[src/rtl/fifo_split.sv]
// Width-downsizing FIFO: stores 16-bit words and presents them as 8-bit bytes, low byte first.
// Defining FIFO_SPLIT_MSB_FIRST_EN switches the presentation order to high byte first.
module fifo_split #(
  parameter int DEPTH = 4
) (
  input  logic        clk,
  input  logic        rst,
  input  logic        input_valid,
  output logic        input_enable,
  input  logic [15:0] data_in,
  output logic        output_valid,
  input  logic        output_enable,
  output logic [7:0]  data_out
);

  localparam int AW = $clog2(DEPTH);
  localparam int CW = AW + 1;

  logic [15:0]   mem_r [DEPTH];
  logic [AW-1:0] wr_ptr_r;
  logic [AW-1:0] rd_ptr_r;
  logic [CW-1:0] count_r;
  logic          half_r;

  logic          push_s;
  logic          pop_s;
  logic          retire_s;
  logic [15:0]   head_s;
  logic [CW-1:0] count_nxt_s;

  assign input_enable = (count_r != CW'(DEPTH));
  assign output_valid = (count_r != {CW{1'b0}});
  assign push_s       = input_valid && input_enable;
  assign pop_s        = output_valid && output_enable;
  assign retire_s     = pop_s && half_r;
  assign head_s       = mem_r[rd_ptr_r];

  // Occupancy update for every push/retire combination
  always_comb begin
    count_nxt_s = count_r;
    case ({push_s, retire_s})
      2'b10:   count_nxt_s = count_r + CW'(1);
      2'b01:   count_nxt_s = count_r - CW'(1);
      default: count_nxt_s = count_r;
    endcase
  end

  // Pointer, occupancy and byte-select registers
  always_ff @(posedge clk) begin
    if (rst) begin
      wr_ptr_r <= {AW{1'b0}};
      rd_ptr_r <= {AW{1'b0}};
      count_r  <= {CW{1'b0}};
      half_r   <= 1'b0;
    end else begin
      count_r <= count_nxt_s;
      if (push_s) begin
        wr_ptr_r <= wr_ptr_r + AW'(1);
      end
      if (retire_s) begin
        rd_ptr_r <= rd_ptr_r + AW'(1);
      end
      if (pop_s) begin
        half_r <= ~half_r;
      end
    end
  end

  // Word storage; contents are left intact by reset and simply become unreachable
  always_ff @(posedge clk) begin
    if (push_s) begin
      mem_r[wr_ptr_r] <= data_in;
    end
  end

  // Byte mux on the head word, forced to zero while empty
  always_comb begin
    data_out = 8'h00;
    if (!output_valid) begin
      data_out = 8'h00;
    end else begin
`ifdef FIFO_SPLIT_MSB_FIRST_EN
      if (half_r) begin
        data_out = head_s[7:0];
      end else begin
        data_out = head_s[15:8];
      end
`else
      if (half_r) begin
        data_out = head_s[15:8];
      end else begin
        data_out = head_s[7:0];
      end
`endif
    end
  end

endmodule

[config.mk]
export PLATFORM = sky130hd
export DESIGN_NAME = fifo_split
export DESIGN_NICKNAME = d
export VERILOG_FILES = /design/src/rtl/fifo_split.sv
export SDC_FILE = /design/constraint.sdc
export NUM_CORES = 1
export LEC_CHECK = 0
export BUFFER_PORTS_ARGS = -buffer_cell sky130_fd_sc_hd__buf_4
export CORE_ASPECT_RATIO = 1.4
export CORE_MARGIN = 2
export CORE_UTILIZATION = 52
export DETAILED_ROUTE_END_ITERATION = 12
export PLACE_DENSITY = 0.74
export SETUP_SLACK_MARGIN = 0.2
export SYNTH_ARGS = -nofsm -noshare
export SYNTH_HDL_FRONTEND = slang
export SYNTH_SLANG_ARGS = --single-unit
[constraint.sdc]
create_clock -name clk -period 2.2 [get_ports clk]
set_input_delay 0.44 -clock clk [delete_from_list [all_inputs] [get_ports clk]]
set_output_delay 0.44 -clock clk [all_outputs]
set_load 0.01 [all_outputs]
-- Yosys cells after proc, flatten, opt, wreduce, memory -nomap -nowiden
Memory sizes are Yosys's and may differ from the RTL's. A register that Yosys moved wholly into a read port is not among the register bits.
Cells that the tools add are included.
- register bits: 8
- bits in writable memories: 64
- bits of input ports: 20
- output and inout port bits: 10
- word-level logic and storage cells: 25
- memories kept: 1
- memories (name ; depth ; bits a word ; read ports ; clocked after Yosys merged registers in ; wr ports ; RTL line ; source):
    mem_r ; 4 ; 16 ; 1 ; 1 ; 1 ; 19 ; logic [15:0] mem_r [DEPTH];
- $add $sub $neg: 4
- equality and inequality tests: 3
- multiplexer cells: 7
- bitwise gates (word level): 1
- reduce and logical (&&, ||, !) cells: 5
- operator list (cell ; count):
    $mux W8 ; 2
    $pmux W3 S2 ; 1
    $add A2 B1 Y2 const B ; 2
    $mux W2 ; 2
    $add A3 B1 Y3 const B ; 1
    $logic_and A1 B1 Y1 ; 3
    $ne A3 B3 Y1 const B ; 1
    $reduce_bool A3 Y1 ; 1
    $sub A3 B1 Y3 const B ; 1
    $eq A2 B1 Y1 const B ; 1
    $eq A2 B2 Y1 const B ; 1
    $mux W1 ; 2
    $reduce_bool A2 Y1 ; 1
    $not A1 Y1 ; 1

-- Depth between registers and ports, before layout
- depth after elaboration: 5
- gate-level depth with buffers: 9
- depth with buffers taken out: 8

-- Worst setup path after synthesis
No wires, ideal clock.
- kind: reg-to-reg
- start point: register count_r[2]
- end point: register count_r[2]
- library setup time: 71 ps
- data arrival time: 2164 ps
- required time: 2129 ps
- path slack: -35 ps
- cell stages (with the launch flop): 10
- path buffers: 1
- period minus slack after synthesis: 2235 ps
- cell sequence: dfxtp_1 > or3b_1 > buf_6 > nand2_1 > ha_1 > inv_1 > fa_1 > xor2_1 > or3_2 > a21oi_1
- elaborated cells on any way between the ends: 11
- those cells by class: add/sub (2); eq/ne (3); mux (1); reduce/logical (5)
- RTL lines (item ; RTL line ; source):
    start: declaration ; 22 ; logic [CW-1:0] count_r;
    start signal: assignment ; 53 ; count_r <= {CW{1'b0}};
    start signal: assignment ; 56 ; count_r <= count_nxt_s;
    $ne A3 B3 Y1 * ; 31 ; assign input_enable = (count_r != CW'(DEPTH));
    named net input_enable ; 9 ; output logic input_enable,
    $logic_and A1 B1 Y1 * ; 33 ; assign push_s = input_valid && input_enable;
    $eq A2 B1 Y1 / $eq A2 B2 Y1 (equally long branches) ; 41 ; case ({push_s, retire_s})
    $pmux W3 S2 / $reduce_bool A2 Y1 (equally long branches) ; n/a ;
The timed path passes the listed nets; every way through them passes the cells marked *.
A chain may end at the register's enable or synchronous reset.

==> flow_summary_export.csv <==
group,metric,value,unit
status,status,"finished, final reports clean",
setup_path,critPathLaunchType,"flop",
layout,layout_commonest_cell,"edfxtp_1",
clocking,clock-sinks,74,
clocking,clk_pin_slew,0.08,ns
clocking,hold_buffers,0,
setup_path,path_cells,"buf_16, mux2i_2, a22oi_2, and3_1, buf_6",
sta,hold_violations,0,
routing,wirelength,5.60,mm
power,p_per_area,861,nW/um^2
sta,fin_crit_sh,0.949,
layout,stdcell_count,307,
global_routing,grt_pass1_vias,1705,
sta,fmax,479,MHz
clocking,cts_tree,"yes",
placed_design,place_inst,282,
routing,dr.max_layer_used,"met4",
global_routing,grt_usage,0.192,
sta,tns,0,ns
routing,vias_per_cell,5.65,
layout,area_delta_synth_final,26.8,%
layout,final_cell_mix,"edfxtp_1, buf_4, mux2i_1, a22oi_1, clkbuf_8",
global_routing,grt_overflow,0,
synth,avgSynthCellArea,15.8,um^2
synth,synth.distinct_cells,29,
synth,synth_fp_nets,216,
synth,synthesis.area,3010,um^2
setup_path,critPathSlowestCell,"dfxtp_4",
routing,antenna_left,0,
floorplan,core,5570,um^2
clocking,insertion_delay,0.34,ns
sta,slew-limit-headroom,0.708,
power,p_total,3280,uW
sta,worst_pin_slew,0.438,ns
placed_design,buffer_ports.inserted,29,
routing,met2_length,3.02,mm
global_routing,grt_pass1_wl,8.51,mm
floorplan,io_pins,30,
placed_design,gp_congestion,0.734,
floorplan,start_util,0.540,
floorplan,die_x,68.3,um
clocking,cts_max_path_buffers,2,
layout,nets,260,
clocking,htreeDepth,3,
routing,wl_met3,321,um
floorplan,die_h,94.0,um
power,leakagePower,0.00132,uW
hold_path,min_path_type,"in2reg",
sta,rsz0062_at_grt,"yes",
setup_path,path_class,"reg2out",
clocking,cts-root-buf,"clkbuf_8",
routing,vias,1735,
sta,drv_slew,0,
sta,period_minus_slack,2.09,ns
floorplan,dieArea,6410,um^2
setup_path,crit_path_end_kind,"output port",
global_routing,antenna_found_initial,0,
synth,synth_seq_cells,74,
layout,final_util,0.685,
sta,setup_violations,0,
clocking,cts_buffers,9,
routing,wl_per_cell,18.3,um
placed_design,dp_hpwl,3.32,mm
routing,drc,0,
sta,skew,0.0111,ns
setup_path,crit_path_max_fanout,9,
synth,yosysWarnings,0,
power,ir_drop,0.000603,V
setup_path,critPathArrivalTime,1.65,ns
layout,diodes,0,
synth,yosysSeqAreaShare,0.706,
setup_path,required,1.76,ns
routing,dr.first_iter.drc_count,109,
floorplan,rows,32,
job,max_cap_violations,0,
routing,wl_met1,2.10,mm
synth,syn_inst,190,
routing,firstDrtPassIters,4,
global_routing,grt_max_degree,17,
layout,drive_gt1_frac,0.385,
setup_path,critPathMaxStageDelay,0.45,ns
critical path, delay by kind of cell, from the launching register on:
kind | cells | cell delay [ns]
flops | 1 | 0.45
buf+inv | 2 | 0.29
mux | 1 | 0.27
simple gates | 1 | 0.19
compound gates | 1 | 0.11
cell usage after synthesis (all sizes together):
master  number  area, um^2
edfxtp      64        1920
mux2i       32         320
a22oi       16         120
and3        12        80.1
dfxtp       10         200
buf          9        53.8
nor2         7        26.3
inv          6        22.5
a21oi        5        28.8
ha           5        62.6
xor2         4        35.0
or3          3        21.3
a21o         2        15.0
clkbuf       2        7.51
nand2        2        7.51
nand3        2        10.0
nor2b        2        12.5
o21ai        2        10.0
and2         1        6.26
fa           1        20.0
o311ai       1        8.76
o31ai        1        7.51
or3b         1        8.76
power by group:
group,switching (uW),internal (uW)
clock,490,757
combinational,208,204
sequential,30.9,1590
through the flow:
stage                     instance area [um^2]  hold slack [ns]  worst slack, ns
after global placement                    3340            0.468            0.160
final                                     3810            0.295            0.112
after detailed placement                  3340            0.475            0.127
after floorplan                           3040            0.459            0.129
after CTS                                 3700            0.286            0.130
after global routing                      3810            0.273           0.0667
final cells by class:
type / count / area [um^2]
sequential: 74 / 2140
multi-input combinational: 99 / 917
clock inverter: 6 / 114
tap: 68 / 85.1
fill: 376 / 1750
inverter: 6 / 22.5
clock buffer: 10 / 128
timing repair buffer: 44 / 410
what timing repair did:
action                                 in CTS  in global routing
cloned                                      1                  1
endpoints found under the hold margin       0                  0
resized for setup                          15                 20
pin swaps                                   7                  9
setup endpoints to repair                   9                 11
buffers inserted                            7                  0
sequential cells by signal, summed over array words and instances (netlist names), named ones only:
name / count
wr_ptr_r: 2
count_r: 3
rd_ptr_r: 2
mem_r: 64
half_r: 1
layer usage:
| metal | up-vias | GRT usage |
|---|---|---|
| met5 | - | 0 |
| met4 | 0 | 0.0900 |
| met3 | 15 | 0.0612 |
| met2 | 61 | 0.327 |
| met1 | 846 | 0.212 |
| li1 | 813 | - |
path summary, 6_finish.rpt:
check                            startpoint          end  slack [ns]  cells past startpoint
worst max register to register   count_r[1]   count_r[2]        0.19                      8
worst min-delay path             data_in[8]  mem_r[3][8]        0.30                      1
worst max-delay path                   flop  data_out[3]        0.11                      5
worst min register to register  rd_ptr_r[1]         flop        0.49                      2
kinds of logic (layout without fill, tap and decap cells):
kind of cell / Yosys count / after routing / synth area share
AND/OR/NAND/NOR: 30 / 30 / 0.0574
buffers and inverters: 17 / 66 / 0.0279
XOR/XNOR: 4 / 4 / 0.0117
multiplexers: 32 / 32 / 0.107
flip-flops: 74 / 74 / 0.706
AO/OA/AOI/OAI: 27 / 27 / 0.0633
adder cells (fa/ha/maj): 6 / 6 / 0.0275
(Power assumes the default switching activity.)
